**config.mk**
```make
export PLATFORM = sky130hd
export DESIGN_NAME = minterm_sweep
export DESIGN_NICKNAME = d
export VERILOG_FILES = /design/src/rtl/minterm_sweep.sv
export SDC_FILE = /design/constraint.sdc
export NUM_CORES = 1
export LEC_CHECK = 0
export CAP_MARGIN = 20
export CORE_ASPECT_RATIO = 1.75
export CORE_MARGIN = 8
export CORE_UTILIZATION = 30
export DETAILED_ROUTE_END_ITERATION = 10
export PLACE_DENSITY = 0.49
export SYNTH_ARGS = -nofsm -noshare
export SYNTH_HDL_FRONTEND = slang
export SYNTH_SLANG_ARGS = --single-unit
export TNS_END_PERCENT = 100
```
**constraint.sdc**
```tcl
create_clock -name clk -period 4.1 [get_ports clk]
set_clock_uncertainty 0.2 [all_clocks]
set_input_delay 0.82 -clock clk [delete_from_list [all_inputs] [get_ports clk]]
set_output_delay 0.82 -clock clk [all_outputs]
set_load 0.01 [all_outputs]
```
**src/rtl/minterm_sweep.sv**
```systemverilog
// Exhaustive truth-table sweep of a 4-input combinational function: drives each minterm,
// waits SETTLE cycles, samples func_out and compares it against a latched expected table.
module minterm_sweep #(
  parameter int unsigned SETTLE = 2
) (
  input  logic        clk,
  input  logic        rst_n,
  input  logic        start,
  input  logic [15:0] expected,
  input  logic        func_out,
  output logic [3:0]  sweep_in,
  output logic        busy,
  output logic        done,
  output logic [15:0] truth_table,
  output logic [4:0]  mismatch_cnt,
  output logic        match
);

  localparam logic [1:0] S_IDLE   = 2'd0;
  localparam logic [1:0] S_SETTLE = 2'd1;
  localparam logic [1:0] S_SAMPLE = 2'd2;

  localparam logic [3:0] CNT_LAST = 4'(SETTLE - 1);

  logic [1:0]  state_q, state_d;
  logic [3:0]  idx_q, idx_d;
  logic [3:0]  cnt_q, cnt_d;
  logic [15:0] exp_q, exp_d;
  logic [15:0] table_q, table_d;
  logic [4:0]  mis_q, mis_d;
  logic        done_q, done_d;
  logic        match_q, match_d;
  logic        miss;

  always_comb begin
    state_d = state_q;
    idx_d   = idx_q;
    cnt_d   = cnt_q;
    exp_d   = exp_q;
    table_d = table_q;
    mis_d   = mis_q;
    done_d  = done_q;
    match_d = match_q;
    miss    = 1'b0;
    case (state_q)
      S_IDLE: begin
        if (start) begin
          state_d = S_SETTLE;
          idx_d   = '0;
          cnt_d   = '0;
          exp_d   = expected;
          table_d = '0;
          mis_d   = '0;
          done_d  = 1'b0;
          match_d = 1'b0;
        end
      end
      S_SETTLE: begin
        cnt_d = cnt_q + 4'd1;
        if (cnt_q == CNT_LAST) state_d = S_SAMPLE;
      end
      S_SAMPLE: begin
        table_d[idx_q] = func_out;
        miss           = func_out != exp_q[idx_q];
        mis_d          = mis_q + {4'b0000, miss};
        if (idx_q != 4'd15) begin
          idx_d   = idx_q + 4'd1;
          cnt_d   = '0;
          state_d = S_SETTLE;
        end else begin
          // match must reflect the increment made on this same final edge
          state_d = S_IDLE;
          done_d  = 1'b1;
          match_d = (mis_d == '0);
        end
      end
      default: state_d = S_IDLE;
    endcase
  end

  always_ff @(posedge clk) begin
    if (!rst_n) begin
      state_q <= S_IDLE;
      idx_q   <= '0;
      cnt_q   <= '0;
      exp_q   <= '0;
      table_q <= '0;
      mis_q   <= '0;
      done_q  <= 1'b0;
      match_q <= 1'b0;
    end else begin
      state_q <= state_d;
      idx_q   <= idx_d;
      cnt_q   <= cnt_d;
      exp_q   <= exp_d;
      table_q <= table_d;
      mis_q   <= mis_d;
      done_q  <= done_d;
      match_q <= match_d;
    end
  end

  assign sweep_in     = idx_q;
  assign busy         = (state_q != S_IDLE);
  assign done         = done_q;
  assign truth_table  = table_q;
  assign mismatch_cnt = mis_q;
  assign match        = match_q;

endmodule

```
==> impl_metrics.csv <==
group,metric,value,unit
timing,period_share,75.48,%
place,hpwl,4.799,mm
pwr,combinationalPowerShare,8.6,%
die,start_util,30.23,%
die,die_y,133.3,um
setup_path,arrival,3.12,ns
yosys,synth_ff_type,"dfxtp_1",
timing,fin_crit,3.095,ns
detailed_routing,drtPass1Iterations,4,
setup_path,critPathSlowestCell,"mux4_1",
pwr,p_leak,0.001070,uW
yosys,synth_edf_count,0,
yosys,synth_top_cells_by_area,"dfxtp_1 42%, a21boi_1 11%, nand2_1 7.5%",
yosys,synth-seq-cells,49,
place,gp_congestion,0.7775,
yosys,synth.top_cell.area_share,41.59,%
clocking,cts_buffers,5,
setup_path,start_kind,"flop",
timing,slew_violations,0,
timing,setup_viol,0,
global_routing,grt_pass1_wl,10.31,mm
setup_path,crit_path_cell_trace,"buf_4 -> mux4_1 -> mux4_2 -> xor2_1 -> ha_1 -> ha_1 -> xor2_1 -> nor4b_1 -> nand4_1 -> o21ai_1",
pwr,swShare,21.96,%
timing,hold_viol,0,
setup_path,crit_path_max_fanout,19,
die,core,0.007801,mm2
detailed_routing,drc_errors,0,
yosys,synth_area,0.002359,mm2
detailed_routing,first_iter_violations,89,
pwr,p_int,816.4,uW
cells_and_area,fin_cells,395,
pwr,sequentialPowerShare,47.5,%
yosys,synth_fp_nets,293,
detailed_routing,wl_per_cell,16.18,um
run,cap_viol_max_count,0,
global_routing,track_usage,11.48,%
cells_and_area,syn_to_final_growth,29.76,%
die,dieArea,0.01107,mm2
global_routing,grt_remaining_overflow,0,
cells_and_area,drive_gt1_share,4.918,%
detailed_routing,drt-vias-per-instance,5.195,
global_routing,antenna_found_initial,0,
yosys,yosysWarnings,0,
die,rows,43,
clocking,hold_buffers,0,
setup_path,crit_path_end_kind,"flop",
detailed_routing,postRouteAntennaNets,0,
timing,rsz0062_at_grt,"false",
timing,setup_tns,0,ns
setup_path,crit_required,4.13,ns
place,placed_cells,388,
place,portBuffers,47,
timing,timing.fmax,323.1,MHz
yosys,syn_inst,265,
cells_and_area,nNetsFinal,333,
run_status,status,"finished, final reports clean",
pwr,ir_drop,0.0002078,V
yosys,ys_types,32,
cells_and_area,diodes,0,
yosys,synth_area_per_cell,8.900,um2
pwr,switchingPower,229.8,uW
die,die-width,83.03,um
setup_path,cp_slowest_stage_delay,0.60,ns
yosys,synth.most_common_cell,"dfxtp_1",
yosys,synth_top_area_cell,"dfxtp_1",
pwr,p_clk_share,43.9,%
clocking,cts_tree,"done",
clocking,htree_levels,2,
die,io_pins,48,
clocking,cts_setup_buffers,0,
clocking,path_clk_slew,0.07,ns
clocking,postCtsResizedCells,0,
yosys,synthArstFlopShare,0,%
clocking,numClockSinks,49,
clocking,clk_latency,0.29,ns
yosys,ys_top_cells_by_count,"49 x dfxtp_1, 47 x nand2_1, 36 x a21boi_1",
setup_path,critical_path_class,"reg -> reg",
yosys,yosysSeqAreaShare,41.59,%
detailed_routing,wl,6.393,mm
min_path,hold_class,"reg -> reg",
global_routing,grt_max_degree,26,
pwr,p_per_area,341.8,mW/mm2
timing,relSlewSlack,52.51,%
clocking,ctsRootBufferMaster,"clkbuf_16",
clocking,cts_buffer_depth,2,
timing,worst_slew_pin_slew,0.7101,ns
global_routing,grt_pass1_vias,2035,
detailed_routing,dr_total_vias,2052,
## sequential cells by signal, summed over array words and instances, names as in the netlist
| signal | flops |
|---|---|
| exp_q | 16 |
| truth_table | 16 |
| mismatch_cnt | 5 |
| cnt_q | 4 |
| sweep_in | 4 |
| state_q | 2 |
| done | 1 |
| match | 1 |
## cell families after synthesis
family / synth area share, %
and+or+nand+nor: 22.81
AOI/OAI and AO/OA: 19.79
DFF: 41.59
buffers and inverters: 4.456
adders and majority gates: 4.244
xor gates and xnor gates: 1.857
muxes: 5.252
## cells in the final DEF, fill, tap and decap left out, types with 2 or more instances in the layout
cell type         n
o211ai_1         11
nand2b_1          2
ha_1              8
clkbuf_16         5
o21ai_1           4
or3_1             3
nor3b_1           3
dfxtp_1          49
o311ai_1          4
mux4_2            2
inv_1             5
nor2b_1           6
nand2_1          47
mux4_1            3
a21oi_1           6
xor2_1            5
nand3b_1          2
a21boi_1         36
o22ai_1           2
nor2_1            7
buf_4             6
nand3_1          13
and2_1            4
nand4_1          16
clkdlybuf4s50_1  47
## through the flow
step	instance area, um2	hold WS (ns)	utilization [%]	setup slack, ns	power, uW
2_1_floorplan	2359	0.2303	-	1.212	560.5
3_3_place_gp	2900	0.2448	37.18	1.038	599.3
3_5_place_dp	2900	0.2469	37.18	0.9816	599.7
4_1_cts	3060	0.2562	39.23	0.9671	1065
5_1_grt	3060	0.2751	39.23	0.7614	1094
6_report	3060	0.2526	39.23	1.005	1046
## layout make-up
class | instances | area [um2]
inverter | 5 | 18.77
clock inverter | 2 | 35.03
timing repair buffer | 53 | 515.5
tap | 90 | 112.6
multi-input combinational | 191 | 1272
fill | 788 | 4741
clock buffer | 5 | 125.1
sequential | 49 | 980.9
## worst max-delay path, delay by kind of cell (launching register included)
family	cells	cell delay, ns
simple gates	2	0.38
compound gates	1	0.10
flops	1	0.31
xor+xnor	2	0.31
mux	2	1.08
buf+inv	1	0.23
fa+ha+maj	2	0.42
## final timing paths
kind                                               start                    end  slack (ns)  cells after the start
worst min register to register     exp_q[2]$_SDFFE_PN0P_  exp_q[2]$_SDFFE_PN0P_        0.25                      2
worst min-delay path               exp_q[2]$_SDFFE_PN0P_  exp_q[2]$_SDFFE_PN0P_        0.25                      2
worst max-delay path            sweep_in[2]$_SDFFE_PN0P_     match$_SDFFE_PN0P_        1.01                     10
worst max register to register  sweep_in[2]$_SDFFE_PN0P_     match$_SDFFE_PN0P_        1.01                     10
## power groups by stage
| stage | logic [uW] | clock network (uW) | registers (uW) |
|---|---|---|---|
| finish | 89.6 | 459 | 497 |
| detailed placement | 91.2 | 0 | 509 |
| floorplan | 55.4 | 0 | 505 |
| global route | 99.5 | 496 | 499 |
| CTS | 91.4 | 476 | 498 |
| global placement | 90.7 | 0 | 509 |
## per-layer routing
layer | share of wire [%] | global-route usage (%) | routed length, um
met5 | 0 | 0 | 0
met4 | 3.1 | 6.582 | 198
met2 | 55 | 21.10 | 3541
met3 | 3.5 | 2.628 | 224
met1 | 38 | 11.38 | 2428
(Power assumes the default switching activity.)
